## src/rtl/decoder_pkg.sv

```systemverilog
// Shared decode helpers: default select width, one-hot width and the one-hot function.
// Also used by the register-file select logic.
package decoder_pkg;

    localparam int unsigned DEC_WIDTH = 3;
    localparam int unsigned N         = 1 << DEC_WIDTH;

    // A shift by an unknown select yields all-X in simulation rather than a guessed bit
    function automatic logic [N-1:0] onehot(input logic [DEC_WIDTH-1:0] sel, input logic en);
        return en ? (N'(1) << sel) : '0;
    endfunction

endpackage

```

## src/rtl/binary_decoder_if.sv

```systemverilog
// Select/decode bus between a select source (master) and the binary_decoder (slave).
interface binary_decoder_if #(
    parameter int unsigned WIDTH = 3
);
    localparam int unsigned N = 1 << WIDTH;

    logic             EN;
    logic [WIDTH-1:0] S;
    logic [N-1:0]     D;
    logic [N-1:0]     D_Q;
    logic             VALID_Q;

    modport master (
        output EN, S,
        input  D, D_Q, VALID_Q
    );

    modport slave (
        input  EN, S,
        output D, D_Q, VALID_Q
    );

endinterface

```

## src/rtl/decoder_comb.sv

```systemverilog
// Pure combinational binary-to-one-hot stage; output is zero when en is low.
module decoder_comb
    import decoder_pkg::*;
#(
    parameter int unsigned WIDTH = DEC_WIDTH
) (
    input  logic                      en,
    input  logic [WIDTH-1:0]          sel,
    output logic [(1 << WIDTH)-1:0]   d_c
);

    localparam int unsigned NO = 1 << WIDTH;

    generate
        if (WIDTH == DEC_WIDTH) begin : g_shared
            assign d_c = onehot(sel, en);
        end else begin : g_generic
            assign d_c = en ? (NO'(1) << sel) : '0;
        end
    endgenerate

endmodule

```

## src/rtl/binary_decoder.sv

```systemverilog
// One-hot decoder with a combinational output D and a registered copy D_Q/VALID_Q.
// Build option DECODER_HOLD_EN: registered outputs hold (instead of clearing) while EN=0.
module binary_decoder
    import decoder_pkg::*;
#(
    parameter int unsigned WIDTH = DEC_WIDTH
) (
    input  logic            clk,
    input  logic            reset,
    binary_decoder_if.slave bus
);

    localparam int unsigned NO = 1 << WIDTH;

    logic [NO-1:0] d_c;
    logic [NO-1:0] dq_d, dq_q;
    logic          valid_d, valid_q;

    decoder_comb #(.WIDTH(WIDTH)) u_comb (
        .en  (bus.EN),
        .sel (bus.S),
        .d_c (d_c)
    );

    // Next-state for the registered copy
    always_comb begin
        dq_d    = dq_q;
        valid_d = valid_q;
`ifdef DECODER_HOLD_EN
        if (bus.EN) begin
            dq_d    = d_c;
            valid_d = 1'b1;
        end
`else
        dq_d    = d_c;
        valid_d = bus.EN;
`endif
    end

    always_ff @(posedge clk) begin
        if (reset) begin
            dq_q    <= '0;
            valid_q <= 1'b0;
        end else begin
            dq_q    <= dq_d;
            valid_q <= valid_d;
        end
    end

    assign bus.D       = d_c;
    assign bus.D_Q     = dq_q;
    assign bus.VALID_Q = valid_q;

endmodule

```

## src/flat_wrapper.sv

```systemverilog
// flat-port wrapper written by rule: the top's interface ports become plain ports
module binary_decoder_flat import decoder_pkg::*;
#(
    parameter int unsigned WIDTH = DEC_WIDTH
)
  (clk, reset, bus_EN, bus_S, bus_D, bus_D_Q, bus_VALID_Q);
  binary_decoder_if #(.WIDTH(WIDTH)) bus_i ();
  input  logic clk;
  input  logic reset;
  input wire logic [$bits(bus_i.EN)-1:0] bus_EN;
  input wire logic [$bits(bus_i.S)-1:0] bus_S;
  output wire logic [$bits(bus_i.D)-1:0] bus_D;
  output wire logic [$bits(bus_i.D_Q)-1:0] bus_D_Q;
  output wire logic [$bits(bus_i.VALID_Q)-1:0] bus_VALID_Q;
  assign bus_i.EN = bus_EN;
  assign bus_i.S = bus_S;
  assign bus_D = bus_i.D;
  assign bus_D_Q = bus_i.D_Q;
  assign bus_VALID_Q = bus_i.VALID_Q;
  binary_decoder #(.WIDTH(WIDTH)) u_core (.clk(clk), .reset(reset), .bus(bus_i));
endmodule
```

## config.mk

```make
export PLATFORM = sky130hd
export DESIGN_NAME = binary_decoder_flat
export DESIGN_NICKNAME = d
export VERILOG_FILES = /design/src/rtl/decoder_pkg.sv /design/src/rtl/binary_decoder_if.sv /design/src/rtl/decoder_comb.sv /design/src/rtl/binary_decoder.sv /design/src/flat_wrapper.sv
export SDC_FILE = /design/constraint.sdc
export NUM_CORES = 1
export LEC_CHECK = 0
export BUFFER_PORTS_ARGS = -buffer_cell sky130_fd_sc_hd__buf_2
export CELL_PAD_IN_SITES_DETAIL_PLACEMENT = 0
export CELL_PAD_IN_SITES_GLOBAL_PLACEMENT = 1
export CORE_AREA = 5 5 42 44
export CTS_BUF_LIST = sky130_fd_sc_hd__clkbuf_4
export CTS_CLUSTER_DIAMETER = 120
export DETAILED_ROUTE_END_ITERATION = 6
export DIE_AREA = 0 0 47 49
export PLACE_DENSITY = 0.75
export SYNTH_ARGS = -nofsm -noshare
export SYNTH_HDL_FRONTEND = slang
export SYNTH_SLANG_ARGS = --single-unit
```

## constraint.sdc

```tcl
create_clock -name clk -period 1.31 [get_ports clk]
set_input_delay 0.262 -clock clk [delete_from_list [all_inputs] [get_ports clk]]
set_output_delay 0.262 -clock clk [all_outputs]
set_load 0.01 [all_outputs]
```

==> out/results.txt, run 1 <==
GRT overflow: 0
Warnings, synthesis: 0
CTS max path bufs: 2
H-tree levels: 1
synthesized flop and latch total: 9
Post-CTS Setup Bufs: 0
commonest non-fill, non-tap cells in the layout: 22 x buf_2, 12 x nor2_1, 9 x dfxtp_1, 4 x clkbuf_4
chip width: 47 microns
Hold Path End: u_core.bus.VALID_Q$_SDFF_PP0_
Syn Nets: 39
Final min period: 1129 ps
slew margin rel.: 87.83%
GP Congestion: 0.7012
pin count of the biggest net entering global routing: 8
pwr dens: 1208 mW/mm^2
post-route insts no fill: 75
root buffer cell: clkbuf_4
Slew Viols, Final: 0
Hold Path Stages: 2
Finish-stage setup viols: 0
Initial Util: 21.52%
Worst-Margin Slew: 182.1 ps
DR iter-0 viols: 3
Row Count: 14
hold path start: reset
Pwr Total: 557.8 uW
Die Area: 0.002303 sq mm
FILL cells: 166
die height: 49 microns
Netlist Area Pre-Place: 301.5 sq um
CTS sink cnt: 9
cts-stage hold buffer count: 0
wire length per cell: 9.720 microns
Core Region: 0.001401 sq mm
startpoint types: input pin
drt first pass iters: 2
nature of the critical path endpoint: primary output
unique cell type count in the Yosys netlist: 9
share of cells above drive strength 1: 47.46%
DR vias/cell: 4.000
dpl cells: 71
area of the multi-input gates: 121.4 sq um
synthesized area per cell: 9.138 sq um
Reg clk slew, reported paths: 50 ps
final hold vios: 0
Vias: 300
GR Util All Layers: 6.916%
initial antenna violation count: 0
Max VDD drop: 0.3866 mV
I/O Buffers: 22
first-pass GRT wire length: 1.104 mm
fmax: 0.8861 GHz
Routed Wire Length: 729 microns
nets: 66
TritonCTS Buffers: 3
Ant. Diodes: 0
Tcrit/Tclk final: 86.15%
Seq/Total Area, Yosys: 59.75%
CP Class: input pin to primary output
I/O pins: 23
unrepaired setup endpoints after global routing: false
Mapped Cells: 33
DRC viols: 0
commonest non-fill, non-tap cell in the layout: buf_2
number of global-route vias before repair: 278
Worst Path Required: 1050 ps
Reg area: 180.2 sq um
Setup TNS: 0 ps
synthesis-to-layout area growth: 53.11%
outcome: finished clean
maxcap violations: 0
Resized cells post-CTS: 0
LEAKAGE: 0.2433 nW
worst-path fanout max: 4
Arr. time, crit path: 870 ps
number of nets with antenna violations after routing: 0
Post-DP HPWL: 593.7 microns
Worst Hold Class: input pin to flop
CTS tree: done
## report_power, final
group	internal, mW	total (mW)	switching (mW)
logic	0.0227	0.0563	0.0336
registers	0.280	0.281	0.00106
clock network	0.137	0.221	0.0838
## layout make-up
type,instances,share of cell area [%]
Sequential cell,9,39.02
Multi-Input combinational cell,24,26.29
Timing Repair Buffer,22,23.85
Clock buffer,4,6.504
Tap cell,16,4.336
## flip-flops by register name, summed over array words and instances (netlist names)
| signal | count |
|---|---|
| u_core.bus.D_Q | 8 |
| u_core.bus.VALID_Q | 1 |
## cells by family (layout without fill, tap and decap cells)
family                 after synthesis  in the layout  share of synthesized area [%]
flip-flops                           9              9                          59.75
buffers and inverters                0             26                              0
AND/OR/NAND/NOR                     24             24                          40.25
## worst max-delay path by stage
stage	from	to	slack, ps
after floorplan	bus_S[1]	bus_D[0]	350
after global placement	bus_S[2]	bus_D[1]	210
after detailed placement	bus_S[1]	bus_D[0]	190
after CTS	bus_S[1]	bus_D[0]	180
after global routing	bus_S[1]	bus_D[0]	150
final	bus_S[1]	bus_D[0]	180
## metal layers
metal  up-vias  wire length [microns]  global-route usage [%]
met1       118                    326                   9.956
li1        158                      -                       -
met2        20                    279                   7.240
met4         0                     36                   9.677
met3         4                     88                       0
met5         -                      0                       0
## Yosys cell counts
cell	count	share of area, %
or3b_4	1	3.7
nand3b_1	1	2.5
nand2b_1	3	6.2
dfxtp_1	9	60
nor3_2	1	3.3
nand2_1	2	2.5
nor2_1	12	15
nor2b_1	1	2.1
nor3_1	3	5.0
## worst max-delay path: stages
cell      delay, ps
buf_2           120
nand2b_1        180
nor3_1          140
buf_2           160
## per-stage QoR
step	area (sq um)	hold WS (ps)	util [%]	worst slack, ps
4_1_cts	461.7	173.6	32.95	184.4
2_1_floorplan	301.5	331.0	-	350.1
5_1_grt	461.7	182.0	32.95	145.2
3_3_place_gp	431.7	449.5	30.80	209.8
3_5_place_dp	431.7	449.7	30.80	191.5
6_report	461.7	187.5	32.95	181.4
Power figures use the tool's default switching activity.
==> run 2, diff against run 1 <==
--- a/config.mk
+++ b/config.mk
@@ -8,11 +8,11 @@
 export BUFFER_PORTS_ARGS = -buffer_cell sky130_fd_sc_hd__buf_2
 export CELL_PAD_IN_SITES_DETAIL_PLACEMENT = 0
 export CELL_PAD_IN_SITES_GLOBAL_PLACEMENT = 1
-export CORE_AREA = 5 5 42 44
-export CTS_BUF_LIST = sky130_fd_sc_hd__clkbuf_4
+export CORE_AREA = 2 2 39 41
+export CTS_BUF_LIST = sky130_fd_sc_hd__clkbuf_2
 export CTS_CLUSTER_DIAMETER = 120
 export DETAILED_ROUTE_END_ITERATION = 6
-export DIE_AREA = 0 0 47 49
+export DIE_AREA = 0 0 41 43
 export PLACE_DENSITY = 0.75
 export SYNTH_ARGS = -nofsm -noshare
 export SYNTH_HDL_FRONTEND = slang
==> run 2 against run 1 <==
Power shrank 7.6%. Combinational power barely moved. Global-route usage grew 1.5 points. Cell count did not move. Via count grew 0.33%. Critical endpoint is now bus_D[1]. Largest power group unchanged.
==> out/results.txt, run 2 (synthesis results as in run 1) <==
Setup TNS: 0 ps (unchanged)
Ant. Diodes: 0 (unchanged)
startpoint types: input pin (unchanged)
drt first pass iters: 4 (was 2)
fin area: 451.7 sq um (was 461.7 sq um)
root buffer cell: clkbuf_2 (was clkbuf_4)
CTS sink cnt: 9 (unchanged)
worst-path cell chain: buf_2 -> nand2b_1 -> nor2_1 -> buf_2 (was buf_2 -> nand2b_1 -> nor3_1 -> buf_2)
LEAKAGE: 0.2415 nW (was 0.2433 nW)
Worst Hold Class: input pin to flop (unchanged)
chip width: 41 microns (was 47 microns)
first-pass GRT wire length: 931 microns (was 1.104 mm)
CP most frequent cell: buf_2 (unchanged)
CTS max path bufs: 2 (unchanged)
I/O Buffers: 22 (unchanged)
post-place instance area: 431.7 sq um (unchanged)
commonest non-fill, non-tap cell in the layout: buf_2 (unchanged)
H-tree levels: 1 (unchanged)
Arr. time, crit path: 850 ps (was 870 ps)
Core Region: 0.001384 sq mm (was 0.001401 sq mm)
Final min period: 1114 ps (was 1129 ps)
Post-DP HPWL: 515.8 microns (was 593.7 microns)
GR Util All Layers: 8.442% (was 6.916%)
Resized cells post-CTS: 0 (unchanged)
final hold vios: 0 (unchanged)
unrepaired setup endpoints after global routing: false (unchanged)
Routed Wire Length: 722 microns (was 729 microns)
nature of the critical path endpoint: primary output (unchanged)
DR vias/cell: 4.013 (was 4.000)
TritonCTS Buffers: 3 (unchanged)
commonest non-fill, non-tap cells in the layout: 22 x buf_2, 12 x nor2_1, 9 x dfxtp_1, 4 x clkbuf_2 (was 22 x buf_2, 12 x nor2_1, 9 x dfxtp_1, 4 x clkbuf_4)
Initial Util: 21.79% (was 21.52%)
maxcap violations: 0 (unchanged)
post-place setup slack: 202.1 ps (was 191.5 ps)
Largest register FFs: 8 (unchanged)
cts-stage hold buffer count: 0 (unchanged)
FILL cells: 155 (was 166)
Worst path slowest cell: nand2b_1 (unchanged)
final worst setup slack: 196.1 ps (was 181.4 ps)
pin count of the biggest net entering global routing: 8 (unchanged)
critical path startpoint: bus_S[2] (was bus_S[1])
DRC viols: 0 (unchanged)
Row Count: 14 (unchanged)
die height: 43 microns (was 49 microns)
number of global-route vias before repair: 235 (was 278)
initial antenna violation count: 0 (unchanged)
CP peak stage delay: 200 ps (was 180 ps)
CP Class: input pin to primary output (unchanged)
GP Congestion: 0.6682 (was 0.7012)
Finish-stage setup viols: 0 (unchanged)
I/O pins: 23 (unchanged)
outcome: finished clean (unchanged)
DR iter-0 viols: 8 (was 3)
Post-CTS Setup Bufs: 0 (unchanged)
CTS tree: done (unchanged)
Worst Path Required: 1050 ps (about the same)
Max VDD drop: 0.3081 mV (was 0.3866 mV)
fmax: 0.8977 GHz (was 0.8861 GHz)
Slew Viols, Final: 0 (unchanged)
Die Area: 0.001763 sq mm (was 0.002303 sq mm)
GRT overflow: 0 (unchanged)
worst-path fanout max: 7 (was 4)
Tcrit/Tclk final: 85.03% (was 86.15%)
synthesis-to-layout area growth: 49.79% (was 53.11%)
nets: 66 (unchanged)
Worst-Margin Slew: 178.3 ps (was 182.1 ps)
Pwr Total: 515.7 uW (was 557.8 uW)
Vias: 301 (was 300)
slew margin rel.: 88.08% (was 87.83%)
share of cells above drive strength 1: 47.46% (unchanged)
hold path start: reset (unchanged)
Reg clk slew, reported paths: 90 ps (was 50 ps)
pwr dens: 1142 mW/mm^2 (was 1208 mW/mm^2)
wire length per cell: 9.627 microns (was 9.720 microns)
number of nets with antenna violations after routing: 0 (unchanged)
run 2: cell counts in the layout (fill, tap and decap cells not counted):
No cell type changed its count.
run 2: layer usage:
metal / GRT usage, % / part of all wire [%] / vias up
met5: 0 / 0 / -
met4: 12.00 / 0 / 0
met3: 0 / 12 / 0
met2: 11.25 / 45 / 20
met1: 9.677 / 43 / 124
li1: - / - / 157
run 2: power breakdown:
part / leakage [nW] / internal (mW) / switching, mW
clock: 0.0166 / 0.0811 / 0.0977
sequential: 0.0731 / 0.279 / 0.00136
combinational: 0.152 / 0.0227 / 0.0338
total: 0.241 / 0.383 / 0.133
run 2: per-stage QoR:
| step | hold slack, ps | instances | util (%) |
|---|---|---|---|
| floorplan | 331.0 | 33 | - |
| global placement | 449.4 | 71 | 31.19 |
| detailed placement | 456.6 | 71 | 31.19 |
| CTS | 193.6 | 75 | 32.64 |
| global route | 201.0 | 75 | 32.64 |
| finish | 193.5 | 75 | 32.64 |
run 2: worst paths after layout:
check                                           end  slack [ps]  cells after the start
worst min-delay path  u_core.bus.VALID_Q$_SDFF_PP0_         190                      2
worst max-delay path                       bus_D[1]         200                      4
run 2: worst max-delay path, delay by kind of cell:
family,cells,cell delay (ps)
buffers and inverters,2,280
AND/OR/NAND/NOR,2,310
run 2: area by class of cell:
cell class	instances	area, sq um	share of cell area [%]
flip-flops and latches	9	180.2	39.89
well taps	16	20.02	4.432
multi-input cells	24	121.4	26.87
repair buffers	22	110.1	24.38
clock buffers	4	20.02	4.432
